`src/rtl/mem_read_align_pkg.sv`:
```
// Shared types for the data-memory load/store aligners: access size, load FSM states,
// and the legality check applied to an incoming load.
package mem_read_align_pkg;

  typedef enum logic [1:0] {
    BYTE = 2'b00,
    HALF = 2'b01,
    WORD = 2'b11
  } memsize_s;

  typedef enum logic [1:0] {
    IDLE = 2'b00,
    WAIT = 2'b01,
    RESP = 2'b10
  } memrd_state_s;

  // Size code 2'b10 is never legal; halves need an even address and words need addr[1:0]==0.
  function automatic logic load_legal(input logic [1:0] size, input logic [1:0] lsb);
    case (size)
      2'b00:   load_legal = 1'b1;
      2'b01:   load_legal = ~lsb[0];
      2'b11:   load_legal = (lsb == 2'b00);
      default: load_legal = 1'b0;
    endcase
  endfunction

endpackage

```
`src/rtl/mem_read_align_extract.sv`:
```
// Combinational byte/half/word lane select with sign or zero extension of the
// selected field into a 32-bit load result.
module mem_read_extract
  import mem_read_align_pkg::*;
(
  input  logic [31:0] word,
  input  logic [1:0]  lsb,
  input  memsize_s    size,
  input  logic        is_signed,
  output logic [31:0] data
);

  logic [7:0]  byte_sel;
  logic [15:0] half_sel;

  always_comb begin
    byte_sel = word[{lsb, 3'b000} +: 8];
    half_sel = lsb[1] ? word[31:16] : word[15:0];
    case (size)
      BYTE:    data = {{24{is_signed & byte_sel[7]}}, byte_sel};
      HALF:    data = {{16{is_signed & half_sel[15]}}, half_sel};
      default: data = word;
    endcase
  end

endmodule

```
`src/rtl/mem_read_align.sv`:
```
// Load aligner: word-aligned read to data memory, wait for ack, extract/extend the result.
// Optional read watchdog enabled by defining MEM_RD_TIMEOUT_EN.
module mem_read_align
  import mem_read_align_pkg::*;
#(
  parameter int TIMEOUT_CYCLES = 255,
  parameter int CNT_W          = 8
) (
  input  logic         clk,
  input  logic         rst_b,
  input  logic         req_valid,
  output logic         req_ready,
  input  logic [31:0]  req_addr,
  input  logic [1:0]   req_size,
  input  logic         req_signed,
  output logic         mem_rd_en,
  output logic [31:0]  mem_addr,
  input  logic         mem_rd_ack,
  input  logic [31:0]  mem_rd_data,
  output logic         resp_valid,
  output logic [31:0]  resp_data,
  input  logic         resp_ready,
  output logic         align_except,
  output logic         bus_err,
  output memrd_state_s state_dbg
);

  // Handshakes: a request transfers on a rising edge where req_valid && req_ready; a response
  // transfers where resp_valid && resp_ready; resp_data is held stable until that transfer.

  if (2 ** CNT_W <= TIMEOUT_CYCLES) begin : g_bad_cnt_w
    $error("CNT_W too narrow for TIMEOUT_CYCLES");
  end

  memrd_state_s state_q, state_d;
  logic [1:0]   lsb_q, lsb_d;
  memsize_s     size_q, size_d;
  logic         sign_q, sign_d;
  logic         mem_rd_en_q, mem_rd_en_d;
  logic [31:0]  mem_addr_q, mem_addr_d;
  logic         resp_valid_q, resp_valid_d;
  logic [31:0]  resp_data_q, resp_data_d;
  logic         align_except_q, align_except_d;
  logic [31:0]  ext_data;

`ifdef MEM_RD_TIMEOUT_EN
  logic [CNT_W-1:0] wd_q, wd_d;
  logic             bus_err_q, bus_err_d;
`endif

  mem_read_extract u_extract (
    .word      (mem_rd_data),
    .lsb       (lsb_q),
    .size      (size_q),
    .is_signed (sign_q),
    .data      (ext_data)
  );

  always_comb begin
    state_d        = state_q;
    lsb_d          = lsb_q;
    size_d         = size_q;
    sign_d         = sign_q;
    mem_rd_en_d    = mem_rd_en_q;
    mem_addr_d     = mem_addr_q;
    resp_valid_d   = resp_valid_q;
    resp_data_d    = resp_data_q;
    align_except_d = 1'b0;
`ifdef MEM_RD_TIMEOUT_EN
    wd_d           = wd_q;
    bus_err_d      = 1'b0;
`endif
    case (state_q)
      IDLE: begin
        if (req_valid) begin
          if (load_legal(req_size, req_addr[1:0])) begin
            state_d     = WAIT;
            lsb_d       = req_addr[1:0];
            size_d      = memsize_s'(req_size);
            sign_d      = req_signed;
            mem_addr_d  = {req_addr[31:2], 2'b00};
            mem_rd_en_d = 1'b1;
`ifdef MEM_RD_TIMEOUT_EN
            wd_d        = '0;
`endif
          end else begin
            align_except_d = 1'b1;
          end
        end
      end
      WAIT: begin
        if (mem_rd_ack) begin
          resp_data_d  = ext_data;
          resp_valid_d = 1'b1;
          mem_rd_en_d  = 1'b0;
          state_d      = RESP;
        end
`ifdef MEM_RD_TIMEOUT_EN
        // An ack arriving on the limit cycle takes priority over the timeout.
        else if (wd_q == CNT_W'(TIMEOUT_CYCLES - 1)) begin
          bus_err_d   = 1'b1;
          mem_rd_en_d = 1'b0;
          state_d     = IDLE;
        end else begin
          wd_d = wd_q + 1'b1;
        end
`endif
      end
      RESP: begin
        if (resp_ready) begin
          resp_valid_d = 1'b0;
          state_d      = IDLE;
        end
      end
      default: state_d = IDLE;
    endcase
  end

  always_ff @(posedge clk or negedge rst_b) begin
    if (!rst_b) begin
      state_q        <= IDLE;
      lsb_q          <= 2'b00;
      size_q         <= BYTE;
      sign_q         <= 1'b0;
      mem_rd_en_q    <= 1'b0;
      mem_addr_q     <= '0;
      resp_valid_q   <= 1'b0;
      resp_data_q    <= '0;
      align_except_q <= 1'b0;
`ifdef MEM_RD_TIMEOUT_EN
      wd_q           <= '0;
      bus_err_q      <= 1'b0;
`endif
    end else begin
      state_q        <= state_d;
      lsb_q          <= lsb_d;
      size_q         <= size_d;
      sign_q         <= sign_d;
      mem_rd_en_q    <= mem_rd_en_d;
      mem_addr_q     <= mem_addr_d;
      resp_valid_q   <= resp_valid_d;
      resp_data_q    <= resp_data_d;
      align_except_q <= align_except_d;
`ifdef MEM_RD_TIMEOUT_EN
      wd_q           <= wd_d;
      bus_err_q      <= bus_err_d;
`endif
    end
  end

  assign req_ready    = (state_q == IDLE);
  assign mem_rd_en    = mem_rd_en_q;
  assign mem_addr     = mem_addr_q;
  assign resp_valid   = resp_valid_q;
  assign resp_data    = resp_data_q;
  assign align_except = align_except_q;
  assign state_dbg    = state_q;
`ifdef MEM_RD_TIMEOUT_EN
  assign bus_err      = bus_err_q;
`else
  assign bus_err      = 1'b0;
`endif

endmodule

```
`config.mk`:
```
export PLATFORM = sky130hd
export DESIGN_NAME = mem_read_align
export DESIGN_NICKNAME = d
export VERILOG_FILES = /design/src/rtl/mem_read_align_pkg.sv /design/src/rtl/mem_read_align_extract.sv /design/src/rtl/mem_read_align.sv
export SDC_FILE = /design/constraint.sdc
export NUM_CORES = 1
export LEC_CHECK = 0
export BUFFER_PORTS_ARGS = -buffer_cell sky130_fd_sc_hd__buf_4
export CAP_MARGIN = 30
export CELL_PAD_IN_SITES_DETAIL_PLACEMENT = 0
export CELL_PAD_IN_SITES_GLOBAL_PLACEMENT = 1
export CORE_MARGIN = 5
export CORE_UTILIZATION = 33
export DETAILED_ROUTE_END_ITERATION = 10
export PLACE_DENSITY = 0.79
export SLEW_MARGIN = 20
export SYNTH_ARGS = -nofsm -noshare
export SYNTH_HDL_FRONTEND = slang
export SYNTH_SLANG_ARGS = --single-unit
```
`constraint.sdc`:
```
create_clock -name clk -period 1.5 [get_ports clk]
set_input_delay 0.3 -clock clk [delete_from_list [all_inputs] [get_ports clk]]
set_output_delay 0.3 -clock clk [all_outputs]
set_load 0.02 [all_outputs]
```
Word level (Yosys, flattened, before mapping)

Index checks and enable logic that the tools add are counted.

Eq/ne operators: 9
Shifts and indexed selects: 1
Multiplexer cells: 20
Bitwise operators: 3
Reduce and logical (&&, ||, !) cells: 11

Operator list:

| operator                                             | count |
|---|---|
| one-hot mux 32 bit (2 select lines)                  | 1 |
| indexed part select 32 x 6 -> 8 bit                  | 1 |
| two-way mux 16 bit                                   | 1 |
| two-way mux 1 bit                                    | 10 |
| zero test 2 bit                                      | 4 |
| two-way mux 2 bit                                    | 4 |
| AND reduction 4 bit                                  | 2 |
| equality test 2 x 1 -> 1 bit (second input constant) | 3 |
| != test 2 bit (second input constant)                | 3 |
| one-hot mux 2 bit (3 select lines)                   | 1 |
| AND reduction 3 bit                                  | 2 |
| equality test 2 bit (second input constant)          | 2 |
| one-hot mux 1 bit (2 select lines)                   | 2 |
| nonzero test 2 bit                                   | 2 |
| one-hot mux 1 bit (3 select lines)                   | 1 |
| bitwise AND 1 bit                                    | 2 |
| != test 2 x 1 -> 1 bit (second input constant)       | 1 |
| AND reduction 2 bit                                  | 1 |
| NOT 1 bit                                            | 1 |

Bits in registers: 72
Bits of input ports: 72
Output and inout port bits: 71
Logic and storage cells: 53

Longest topological paths before layout

Gate-level depths: netlist of run 1.

Depth after elaboration: 7
Mapped depth: 6
Mapped depth without buffers: 4

Cells and area by module

Synthesis of run 1 repeated with hierarchy kept, for this count alone.

Cell total of the unflattened synthesis: 299
Area total of the unflattened synthesis: 3487.1 um^2

By module, submodules not included:

| module           | times used | cells an instance | area an instance (um^2) | seq. area each (um^2) |
|---|---|---|---|---|
| mem_read_align   | 1          | 176               | 2781.4                  | 1801.7 |
| mem_read_extract | 1          | 123               | 705.7                   | 0.0 |

Least setup slack after synthesis of run 1

OpenSTA, ideal clock, no wires.

Path type: register to register
From: register state_q[1], in the netlist state_dbg[1]
To: register mem_addr_q[23], in the netlist mem_addr[23]
Library setup time: 125 ps
Data arrival time: 1605 ps
Setup slack: -230 ps
Stages on the path, launching flop included: 6
Path buffers: 2
Cell sequence: dfrtp_1 nor2_2 and3_1 buf_6 buf_8 mux2_4

Cells in the longest elaborated chain, start to end: 2

RTL lines:

| element                       | RTL line              | text |
|---|---|---|
| start: declaration            | mem_read_align.sv:35  | `memrd_state_s state_q, state_d;` |
| start signal: assignment      | mem_read_align.sv:135 | `state_q <= state_d;` |
| zero test 2 bit               | -                     |  |
| net req_ready                 | mem_read_align.sv:12  | `output logic req_ready,` |
| AND reduction 3 bit (no line) | -                     |  |
| end signal: assignment        | mem_read_align.sv:140 | `mem_addr_q <= mem_addr_d;` |
| end: declaration              | mem_read_align.sv:40  | `logic [31:0] mem_addr_q, mem_addr_d;` |

The timed path passes the listed nets, and every way through them passes these cells.
A chain may end at the register's enable or synchronous reset.

Worst setup path in the final report of run 1

From: register lsb_q[1]
To: register resp_data_q[9], in the netlist resp_data[9]

Cells in the longest elaborated chain, start to end: 3
Elaborated cells between the ends (all ways): 4

RTL lines:

| element                                 | RTL line                     | text |
|---|---|---|
| start: declaration                      | mem_read_align.sv:36         | `logic [1:0] lsb_q, lsb_d;` |
| start signal: assignment                | mem_read_align.sv:136        | `lsb_q <= lsb_d;` |
| indexed part select 32 x 6 -> 8 bit     | mem_read_align_extract.sv:17 | `byte_sel = word[{lsb, 3'b000} +: 8];` |
| bitwise AND 1 bit                       | mem_read_align_extract.sv:20 | `BYTE: data = {{24{is_signed & byte_sel[7]}}, byte_sel};` |
| one-hot mux 32 bit (2 select lines) (*) | mem_read_align_extract.sv:19 | `case (size)` |
| end signal: assignment                  | mem_read_align.sv:142        | `resp_data_q <= resp_data_d;` |
| end: declaration                        | mem_read_align.sv:42         | `logic [31:0] resp_data_q, resp_data_d;` |

Mark *: on every way between the ends. The rest lies on a longest branch, timed or not.

==> Flow_metrics.wiki, run 1 <==
{| class="wikitable"
! Metric !! Value
|-
| Latest clock arrival within the worst-skew pair || 0.34 ns
|-
| Count leader, synth || sky130_fd_sc_hd__dfrtp_1
|-
| Share of the clock period used by the worst path after layout || 97.2%
|-
| Routability congestion estimate from global placement || 0.812
|-
| Portion of synthesized cell area occupied by the leading cell type || 52.0%
|-
| Total detailed-routing wirelength || 10,100 um
|-
| Number of synthesis warnings || 0
|-
| Critical register-to-register path startpoint || lsb_q[1]
|-
| DIE WIDTH || 112 um
|-
| Finished Layout Cells || 592
|-
| Pre-CTS worst setup slack || -0.199 ns
|-
| Clock tree from TritonCTS || yes
|-
| Cell area after synthesis || 3460 sq um
|-
| Drt drc || 0
|-
| Placement row count || 37
|-
| Synthesis-stage register bit count || 72
|-
| Global routing usage summed across all routing layers || 15.7%
|-
| Vert. Die Dim || 112 um
|-
| Number of port buffers || 139
|-
| Most used flip-flop cell after synthesis || sky130_fd_sc_hd__dfrtp_1
|-
| List of most frequent post-synthesis cells || 72 x sky130_fd_sc_hd__dfrtp_1, 35 x sky130_fd_sc_hd__nand2_1, 32 x sky130_fd_sc_hd__nand3_1
|-
| Worst EP arrival || 1.68 ns
|-
| CP Max Fanout || 7
|-
| Instance count after placement with tap cells included || 572
|-
| Overall power of the completed layout || 10.1 mW
|-
| Fraction of layout cells with a size suffix above 1 || 53.3%
|-
| Initial core utilization || 33.7%
|-
| Total grt overflow || 0
|-
| Post-route setup slack || 0.0417 ns
|-
| HPWL after detailed placement || 7590 um
|-
| Run status || complete, no violations
|-
| Count of flip-flops with a built-in enable after synthesis || 0
|-
| Reg-to-reg endpoint || resp_data[9]
|-
| Top cells by area in the synthesized netlist || sky130_fd_sc_hd__dfrtp_1 52%, sky130_fd_sc_hd__mux2_4 12%, sky130_fd_sc_hd__mux2i_1 4.9%
|-
| Largest net degree at the start of global routing || 46
|-
| Max-cap violation count || 0
|-
| Crit path capture type || flop
|-
| Data required time of the worst path || 1.72 ns
|-
| Initial detailed-routing violation count || 184
|-
| Cells after synthesis || 292
|-
| Sinks on Clock Net || 72
|-
| Leading area contributor after synthesis || sky130_fd_sc_hd__dfrtp_1
|-
| Total inserted antenna cells || 0
|-
| Power per unit of standard cell area || 1950 nW/um^2
|-
| IR drop worst, VDD || 1.06 mV
|-
| Non-Filler Cell Area, Final || 5170 sq um
|-
| Number of endpoints failing setup at the final stage || 0
|-
| Setup clock skew after layout || 0.00842 ns
|-
| Worst min-delay path category || in -> reg
|-
| Cells on Worst Hold Path || 2
|-
| Destination of the worst hold path || mem_addr[6]
|-
| FF-to-FF path depth || 4
|-
| Maximum count of clock buffers along a single path || 2
|-
| Detailed-route via count || 2,881
|-
| Wire length per cell after detailed routing || 17.1 um
|-
| Vias in the first global route || 2,944
|-
| Lkg Pwr || 2.53 nW
|-
| Via density per instance || 4.87
|-
| Portion of the post-synthesis area used by sequential elements || 52.0%
|-
| Antenna violations before repair || 0
|-
| 1st-pass router iterations || 4
|-
| Number of H-tree levels || 3
|-
| Max Freq || 0.686 GHz
|-
| Worst-case register-to-register setup slack || 0.04 ns
|-
| Clock transition at the registers of the reported paths || 0.08 ns
|-
| Final period demand of the worst path || 1.46 ns
|-
| Hold Slack || 0.181 ns
|-
| Share of synthesized flip-flops with an asynchronous set or reset || 100%
|-
| Placed Area || 4780 sq um
|-
| Global-route wire length before repair || 15,900 um
|-
| Total core area || 10,300 sq um
|-
| Number of nets with antenna violations after routing || 0
|-
| Count of nets after finishing || 523
|-
| Die area || 12,600 sq um
|-
| Setup repair after global routing missed its margin || yes
|-
| Final number of hold-violating endpoints || 0
|-
| Hold wc startpoint || req_addr[6]
|-
| Number of buffers created by CTS || 9
|-
| Max Transition Viols Final || 0
|-
| Number of distinct library cells after synthesis || 40
|-
| Number of I/O pins || 143
|-
| Startpoint kind of the worst setup timing path || flop
|-
| Worst Setup Path Type || reg -> reg
|-
| Root buf cell || sky130_fd_sc_hd__clkbuf_8
|-
| Post-synthesis average cell area || 11.9 sq um
|-
| Post-synthesis to final-layout area growth || 49.3%
|}
-- how the worst max path moves through the flow --
stage	start	endpoint	slack, ns	cells after the start
6_report	lsb_q[1]	resp_data[9]	0.04	4
5_1_grt	state_dbg[1]	resp_data[0]	-0.05	4
4_1_cts	state_dbg[0]	size_q[0]	0.02	4
3_5_place_dp	req_addr[1]	size_q[0]	-0.20	6
3_3_place_gp	req_addr[1]	lsb_q[1]	-0.14	6
2_1_floorplan	state_dbg[0]	mem_addr[23]	-0.09	5
-- timing repair --
| item | CTS | global route |
|---|---|---|
| endpoints found under the hold margin | 18 | 0 |
| setup buffers | 2 | 1 |
| hold buffers | 1 | 0 |
| gates resized for setup | 4 | 16 |
| setup endpoints to repair | 11 | 35 |
| pin swaps | 1 | 4 |
| cloned | 0 | 1 |
-- per-stage QoR --
stage | TNS (ns) | utilization (%)
2_1_floorplan | -2.51 | -
3_3_place_gp | -3.86 | 46.5
3_5_place_dp | -5.74 | 46.5
4_1_cts | 0 | 49.3
5_1_grt | -0.101 | 50.3
6_report | 0 | 50.3
-- power by group --
| group | switching (mW) | internal [mW] | leakage [nW] |
|---|---|---|---|
| clock | 0.734 | 1.15 | 0.124 |
| sequential | 0.552 | 2.76 | 0.864 |
| combinational | 2.46 | 2.43 | 1.55 |
-- cell families (layout without fill, tap and decap cells) --
group                  after synthesis  in the layout  synth area share [%]
flip-flops                          72             72                  52.0
buffers and inverters               27            189                  5.64
other                                1              3                 0.108
AND/OR/NAND/NOR                     99             99                  14.4
AO/OA/AOI/OAI                       41             41                  8.53
multiplexers                        52             52                  19.3
-- registers in the layout, indices dropped and copies added, names as in the netlist, 2 cells and up --
register / count
lsb_q: 2
mem_addr: 30
resp_data: 32
size_q: 2
state_dbg: 2
-- layout by cell type, fill, tap and decap left out, types with 2 or more instances in the layout --
cell type,count
sky130_fd_sc_hd__a21oi_1,10
sky130_fd_sc_hd__a221o_1,5
sky130_fd_sc_hd__a311oi_1,2
sky130_fd_sc_hd__and3_1,5
sky130_fd_sc_hd__buf_12,5
sky130_fd_sc_hd__buf_4,160
sky130_fd_sc_hd__buf_6,4
sky130_fd_sc_hd__bufinv_16,3
sky130_fd_sc_hd__clkbuf_8,10
sky130_fd_sc_hd__conb_1,3
sky130_fd_sc_hd__dfrtp_1,68
sky130_fd_sc_hd__dfrtp_2,4
sky130_fd_sc_hd__inv_1,2
sky130_fd_sc_hd__mux2_2,7
sky130_fd_sc_hd__mux2_4,28
sky130_fd_sc_hd__mux2i_1,12
sky130_fd_sc_hd__mux2i_2,5
sky130_fd_sc_hd__nand2_1,35
sky130_fd_sc_hd__nand2b_1,4
sky130_fd_sc_hd__nand3_1,32
sky130_fd_sc_hd__nand3b_1,6
sky130_fd_sc_hd__nor2_1,6
sky130_fd_sc_hd__o21ai_0,6
sky130_fd_sc_hd__o21ai_1,6
sky130_fd_sc_hd__o32ai_1,2
sky130_fd_sc_hd__o32ai_2,4
-- worst max-delay path, stage by stage (launching register included) --
cell                      delay, ns
sky130_fd_sc_hd__dfrtp_2       0.42
sky130_fd_sc_hd__buf_4         0.21
sky130_fd_sc_hd__mux2i_2       0.29
sky130_fd_sc_hd__nand2_1       0.09
sky130_fd_sc_hd__a221o_1       0.33
-- per-layer routing --
metal | part of all wire [%] | routed length, um | GRT usage [%]
met5 | 0 | 0 | 0
met4 | 1.9 | 188 | 4.97
met3 | 5.1 | 518 | 3.61
met2 | 50 | 5110 | 25.9
met1 | 43 | 4300 | 20.5
-- area by class of cell --
class / count / area (sq um)
multi-input combinational: 195 / 1560
sequential: 72 / 1810
tap: 136 / 170
timing repair buffer: 171 / 1380
fill: 975 / 5110
inverter: 2 / 7.51
clock inverter: 5 / 104
clock buffer: 11 / 141
Note: power is estimated with default switching activity, not from simulation.
==> inputs of run 2 (changes only) <==
--- a/config.mk
+++ b/config.mk
@@ -9,6 +9,7 @@
 export CAP_MARGIN = 30
 export CELL_PAD_IN_SITES_DETAIL_PLACEMENT = 0
 export CELL_PAD_IN_SITES_GLOBAL_PLACEMENT = 1
+export CORE_ASPECT_RATIO = 2
 export CORE_MARGIN = 5
 export CORE_UTILIZATION = 33
 export DETAILED_ROUTE_END_ITERATION = 10
==> run 2 against run 1 <==
  * Clock power up 9.5%
  * Sequential share of layout area is 0.48 points lower
  * Largest cell class unchanged
  * Critical endpoint is now resp_data[13]
  * Hold slack better by 0.0024 ns
  * Critical path type unchanged
  * Core utilization barely moved
  * Wire length rose by 5.3%
  * Global-route usage grew 1.1 points
  * Sequential power about the same
==> Flow_metrics.wiki, run 2 (synthesized netlist as in run 1, its figures left out) <==
{| class="wikitable"
! Metric !! Value
|-
| Fraction of the core area covered by cells at the end of the flow || 50.4%
|-
| Antenna violations before repair || 0
|-
| Number of I/O pins || 143
|-
| Via density per instance || 4.83
|-
| Lkg Pwr || 2.57 nW
|-
| Share of the clock period used by the worst path after layout || 98.7%
|-
| Drt drc || 0
|-
| Root buf cell || sky130_fd_sc_hd__clkbuf_16
|-
| Clock transition at the registers of the reported paths || 0.07 ns
|-
| HPWL after detailed placement || 8120 um
|-
| Clock tree from TritonCTS || yes
|-
| Post-route setup slack || 0.0202 ns
|-
| Initial core utilization || 33.3%
|-
| Comb pwr share || 48.2%
|-
| Total core area || 10,400 sq um
|-
| Largest net degree at the start of global routing || 34
|-
| Maximum count of clock buffers along a single path || 2
|-
| Startpoint kind of the worst setup timing path || flop
|-
| Total inserted antenna cells || 0
|-
| Initial detailed-routing violation count || 113
|-
| Data required time of the worst path || 1.72 ns
|-
| Final period demand of the worst path || 1.48 ns
|-
| Max Transition Viols Final || 0
|-
| Number of port buffers || 139
|-
| Filler Cells Inserted || 975
|-
| Worst EP arrival || 1.70 ns
|-
| 1st-pass router iterations || 5
|-
| Setup repair after global routing missed its margin || yes
|-
| Net Switching || 3.99 mW
|-
| Pre-CTS worst setup slack || -0.185 ns
|-
| Sinks on Clock Net || 72
|-
| Instance count after placement with tap cells included || 572
|-
| CP Max Fanout || 5
|-
| Die area || 12,800 sq um
|-
| Run status || complete, no violations
|-
| Worst-case register-to-register setup slack || 0.02 ns
|-
| Number of buffers created by CTS || 9
|-
| Non-Filler Cell Area, Final || 5240 sq um
|-
| Max-cap violation count || 0
|-
| Sequential fraction of design power || 31.9%
|-
| Placement row count || 53
|-
| Post-synthesis to final-layout area growth || 51.4%
|-
| Power per unit of standard cell area || 1980 nW/um^2
|-
| Number of endpoints failing setup at the final stage || 0
|-
| Setup clock skew after layout || 0.00697 ns
|-
| Wire length per cell after detailed routing || 18.0 um
|-
| Number of nets with antenna violations after routing || 0
|-
| Total detailed-routing wirelength || 10,700 um
|-
| Most common cell after layout, fill and taps aside || sky130_fd_sc_hd__buf_4
|-
| Total grt overflow || 0
|-
| Count of nets after finishing || 523
|-
| Worst min-delay path category || in -> reg
|-
| Crit path capture type || flop
|-
| Portion of total power attributed to the clock network || 19.9%
|-
| Global-route wire length before repair || 16,000 um
|-
| Vert. Die Dim || 155 um
|-
| Top library cells by usage in the layout, fill and taps aside || 160 x sky130_fd_sc_hd__buf_4, 68 x sky130_fd_sc_hd__dfrtp_1, 35 x sky130_fd_sc_hd__nand2_1, 32 x sky130_fd_sc_hd__nand3_1, 28 x sky130_fd_sc_hd__mux2_4
|-
| Flip-flop count of the largest register, all copies and words added || 32
|-
| Fraction of layout cells with a size suffix above 1 || 53.1%
|-
| Routability congestion estimate from global placement || 0.836
|-
| DIE WIDTH || 82.4 um
|-
| Placed Area || 4800 sq um
|-
| Max Freq || 0.676 GHz
|-
| Final number of hold-violating endpoints || 0
|-
| Latest clock arrival within the worst-skew pair || 0.34 ns
|-
| Finished Layout Cells || 593
|-
| Switching share of power || 38.3%
|-
| Cell-internal power || 6.42 mW
|-
| Worst Setup Path Type || reg -> reg
|-
| Number of H-tree levels || 3
|-
| IR drop worst, VDD || 0.813 mV
|-
| Global routing usage summed across all routing layers || 16.8%
|-
| Hold Slack || 0.184 ns
|-
| Vias in the first global route || 3,082
|-
| Detailed-route via count || 2,862
|}
run 2: cell count changes in the layout (fill, tap and decap cells not counted), sizes merged:
cell / delta
buf: -1
bufinv: -3
clkbuf: -1
clkinv: -2
clkinvlp: +2
inv: +5
run 2: layer usage:
metal	vias to the layer above	global-route usage, %	part of all wire (%)
met3	23	3.77	5.9
met4	0	8.56	3.9
met2	105	28.8	55
met1	1374	19.0	35
li1	1360	-	-
met5	-	0	0
run 2: final timing paths:
check	cells past startpoint	to	from
setup / recovery	4	resp_data[13]	lsb_q[0]
hold / removal	2	mem_addr[12]	req_addr[12]
setup reg to reg	4	resp_data[13]	lsb_q[0]
hold reg to reg	1	mem_rd_en	mem_rd_en
max in group asynchronous	3	mem_addr[27]	rst_b
min in group asynchronous	2	mem_addr[15]	rst_b
run 2: repair_timing:
action / 4_1_cts / 5_1_grt
buffers inserted: 2 / 0
cloned: 0 / 2
hold endpoints to repair: 31 / 0
pin swaps: 1 / 1
gates resized for setup: 3 / 12
hold buffers: 1 / 0
endpoints found under the setup margin: 5 / 36
run 2: through the flow:
| step | setup TNS, ns | total power [mW] |
|---|---|---|
| after floorplan | -2.51 | 6.01 |
| after global placement | -4.47 | 8.05 |
| after detailed placement | -4.72 | 8.15 |
| after CTS | 0 | 10.3 |
| after global routing | -0.104 | 11.0 |
| final | 0 | 10.4 |
run 2: area by class of cell:
cell class              count  area [sq um]  area share, %
inverters                   2          7.51          0.143
repair buffers            171          1410           26.9
clock inverters             7          61.3           1.17
flip-flops and latches     72          1810           34.5
multi-input cells         195          1560           29.7
well taps                 137           171           3.27
clock buffers               9           225           4.30
run 2: power by group through the flow:
stage	registers, mW	logic, mW	clock network (mW)
floorplan	4.16	1.85	0
global placement	3.30	4.75	0
detailed placement	3.33	4.82	0
finish	3.31	5.02	2.07
global route	3.41	5.38	2.20
CTS	3.31	4.87	2.13
run 2: worst max-delay path, stage by stage, from the launching register on:
cell,delay [ns]
sky130_fd_sc_hd__dfrtp_2,0.41
sky130_fd_sc_hd__mux2i_2,0.28
sky130_fd_sc_hd__o221ai_2,0.15
sky130_fd_sc_hd__and2_4,0.20
sky130_fd_sc_hd__a221o_1,0.32
==> inputs of run 3 (changes only) <==
--- a/config.mk
+++ b/config.mk
@@ -14,6 +14,7 @@
 export CORE_UTILIZATION = 33
 export DETAILED_ROUTE_END_ITERATION = 10
 export PLACE_DENSITY = 0.79
+export RECOVER_POWER = 100
 export SLEW_MARGIN = 20
 export SYNTH_ARGS = -nofsm -noshare
 export SYNTH_HDL_FRONTEND = slang
==> run 3 against run 2 <==
  * Critical path depth unchanged
  * Via count unchanged
  * Non-clock buffer count unchanged
  * Final cell count unchanged
  * Core utilization about the same
  * Clock-buffer cell count unchanged
  * Worst setup slack unchanged
  * Critical path type unchanged
  * Highest routed layer unchanged
  * Sequential cell count unchanged
  * Global-route usage unchanged
==> Flow_metrics.wiki, run 3 (synthesized netlist as in run 1, its figures left out) <==
{| class="wikitable"
! Metric !! Value
|-
| Run status || complete, no violations
|-
| Setup repair after global routing missed its margin || yes
|-
| Number of buffers created by CTS || 9
|-
| Fraction of the core area covered by cells at the end of the flow || 50.3%
|-
| Pre-CTS worst setup slack || -0.185 ns
|-
| Worst EP arrival || 1.70 ns
|-
| HPWL after detailed placement || 8120 um
|-
| Number of endpoints failing setup at the final stage || 0
|-
| Placement row count || 53
|-
| 1st-pass router iterations || 5
|-
| Total inserted antenna cells || 0
|-
| Non-Filler Cell Area, Final || 5240 sq um
|-
| Detailed-route via count || 2,862
|-
| Total detailed-routing wirelength || 10,700 um
|-
| Placed Area || 4800 sq um
|-
| Overall power of the completed layout || 10.4 mW
|-
| Latest clock arrival within the worst-skew pair || 0.34 ns
|-
| Via density per instance || 4.83
|-
| Data required time of the worst path || 1.72 ns
|-
| Count of nets after finishing || 523
|-
| Clock transition at the registers of the reported paths || 0.07 ns
|-
| Sinks on Clock Net || 72
|-
| Initial core utilization || 33.3%
|-
| Number of H-tree levels || 3
|-
| Max Transition Viols Final || 0
|-
| Initial detailed-routing violation count || 113
|-
| Crit path capture type || flop
|-
| Power per unit of standard cell area || 1990 nW/um^2
|-
| Global-route wire length before repair || 16,000 um
|-
| Total core area || 10,400 sq um
|-
| Critical-path cell with the highest stage delay || sky130_fd_sc_hd__dfrtp_2
|-
| Cell-by-cell listing of the critical path || mux2i_2 > o221ai_2 > and2_4 > a221o_1
|-
| Worst Max-Slew Pin Slew || 0.928 ns
|-
| DIE WIDTH || 82.4 um
|-
| Max-cap violation count || 0
|-
| Global routing usage summed across all routing layers || 16.8%
|-
| Maximum count of clock buffers along a single path || 2
|-
| Setup TNS || 0 ns
|-
| Maximum single-stage delay on the critical path || 0.41 ns
|-
| Final period demand of the worst path || 1.48 ns
|-
| Worst min-delay path category || in -> reg
|-
| Final number of hold-violating endpoints || 0
|-
| Antenna violations before repair || 0
|-
| Relative max-transition margin || 38.2%
|-
| Routability congestion estimate from global placement || 0.836
|-
| Vert. Die Dim || 155 um
|-
| Lkg Pwr || 2.57 nW
|-
| Total grt overflow || 0
|-
| Number of I/O pins || 143
|-
| Die area || 12,800 sq um
|-
| Largest net degree at the start of global routing || 34
|-
| Number of nets with antenna violations after routing || 0
|-
| Filler Cells Inserted || 976
|-
| Number of port buffers || 139
|-
| Post-route setup slack || 0.0202 ns
|-
| Flip-flop count of the largest register, all copies and words added || 32
|-
| Worst Setup Path Type || reg -> reg
|-
| IR drop worst, VDD || 0.813 mV
|-
| Root buf cell || sky130_fd_sc_hd__clkbuf_16
|-
| Share of the clock period used by the worst path after layout || 98.7%
|-
| Fraction of layout cells with a size suffix above 1 || 53.1%
|-
| Area taken by multi-input logic gates || 1560 sq um
|-
| Clock tree from TritonCTS || yes
|-
| Setup clock skew after layout || 0.00697 ns
|-
| Most common cell after layout, fill and taps aside || sky130_fd_sc_hd__buf_4
|-
| Post-synthesis to final-layout area growth || 51.3%
|-
| Register Area || 1810 sq um
|-
| Vias in the first global route || 3,082
|-
| Top library cells by usage in the layout, fill and taps aside || 159 x sky130_fd_sc_hd__buf_4, 68 x sky130_fd_sc_hd__dfrtp_1, 35 x sky130_fd_sc_hd__nand2_1, 32 x sky130_fd_sc_hd__nand3_1, 28 x sky130_fd_sc_hd__mux2_4
|-
| Max Freq || 0.676 GHz
|-
| Drt drc || 0
|-
| Finished Layout Cells || 593
|-
| CP Max Fanout || 5
|-
| Wire length per cell after detailed routing || 18.0 um
|-
| Instance count after placement with tap cells included || 572
|-
| Startpoint kind of the worst setup timing path || flop
|-
| Hold Slack || 0.184 ns
|}
==> run 3: cell count changes in the layout (fill, tap and decap cells not counted) <==
| cell | previous run | this run |
|---|---|---|
| sky130_fd_sc_hd__buf_4 | 160 | 159 |
| sky130_fd_sc_hd__clkbuf_2 | 0 | 1 |
==> run 3: worst paths after layout <==
check / startpoint / end / slack [ns] / cells past startpoint
max in group asynchronous: rst_b / mem_addr[27] / 0.21 / 3
min: req_addr[12] / mem_addr[12] / 0.18 / 2
min reg2reg: mem_rd_en / mem_rd_en / 0.48 / 1
min in group asynchronous: rst_b / mem_addr[15] / 0.63 / 2
max: lsb_q[0] / resp_data[13] / 0.02 / 4
max reg2reg: lsb_q[0] / resp_data[13] / 0.02 / 4
==> run 3: area by class of cell <==
cell class / instances / share of cell area, %
repair buffers: 171 / 26.9
multi-input cells: 195 / 29.7
inverters: 2 / 0.143
well taps: 137 / 3.27
flip-flops and latches: 72 / 34.5
clock buffers: 9 / 4.30
clock inverters: 7 / 1.17
==> run 3: timing repair <==
action                     in CTS  in global routing
hold endpoints to repair       31                  0
cloned                          0                  2
setup endpoints to repair       5                 36
pin swaps                       1                  1
setup buffers                   2                  0
gates resized for setup         3                 12
hold buffers                    1                  0
==> run 3: per-layer routing <==
layer	wire length (um)	GRT usage, %
met2	5830	28.8
met4	419	8.56
met1	3780	19.0
met3	630	3.77
met5	0	0
==> run 3: worst max-delay path, delay by kind of cell, from the launching register on <==
| family | cells | cell delay (ns) |
|---|---|---|
| and+or+nand+nor | 1 | 0.20 |
| AOI/OAI and AO/OA | 2 | 0.47 |
| muxes | 1 | 0.28 |
| DFF | 1 | 0.41 |
==> run 3: report_power, final <==
part | internal, mW | total (mW) | switching [mW]
logic | 2.50 | 5.02 | 2.52
clock network | 1.15 | 2.07 | 0.920
registers | 2.76 | 3.31 | 0.553
total | 6.41 | 10.4 | 3.99
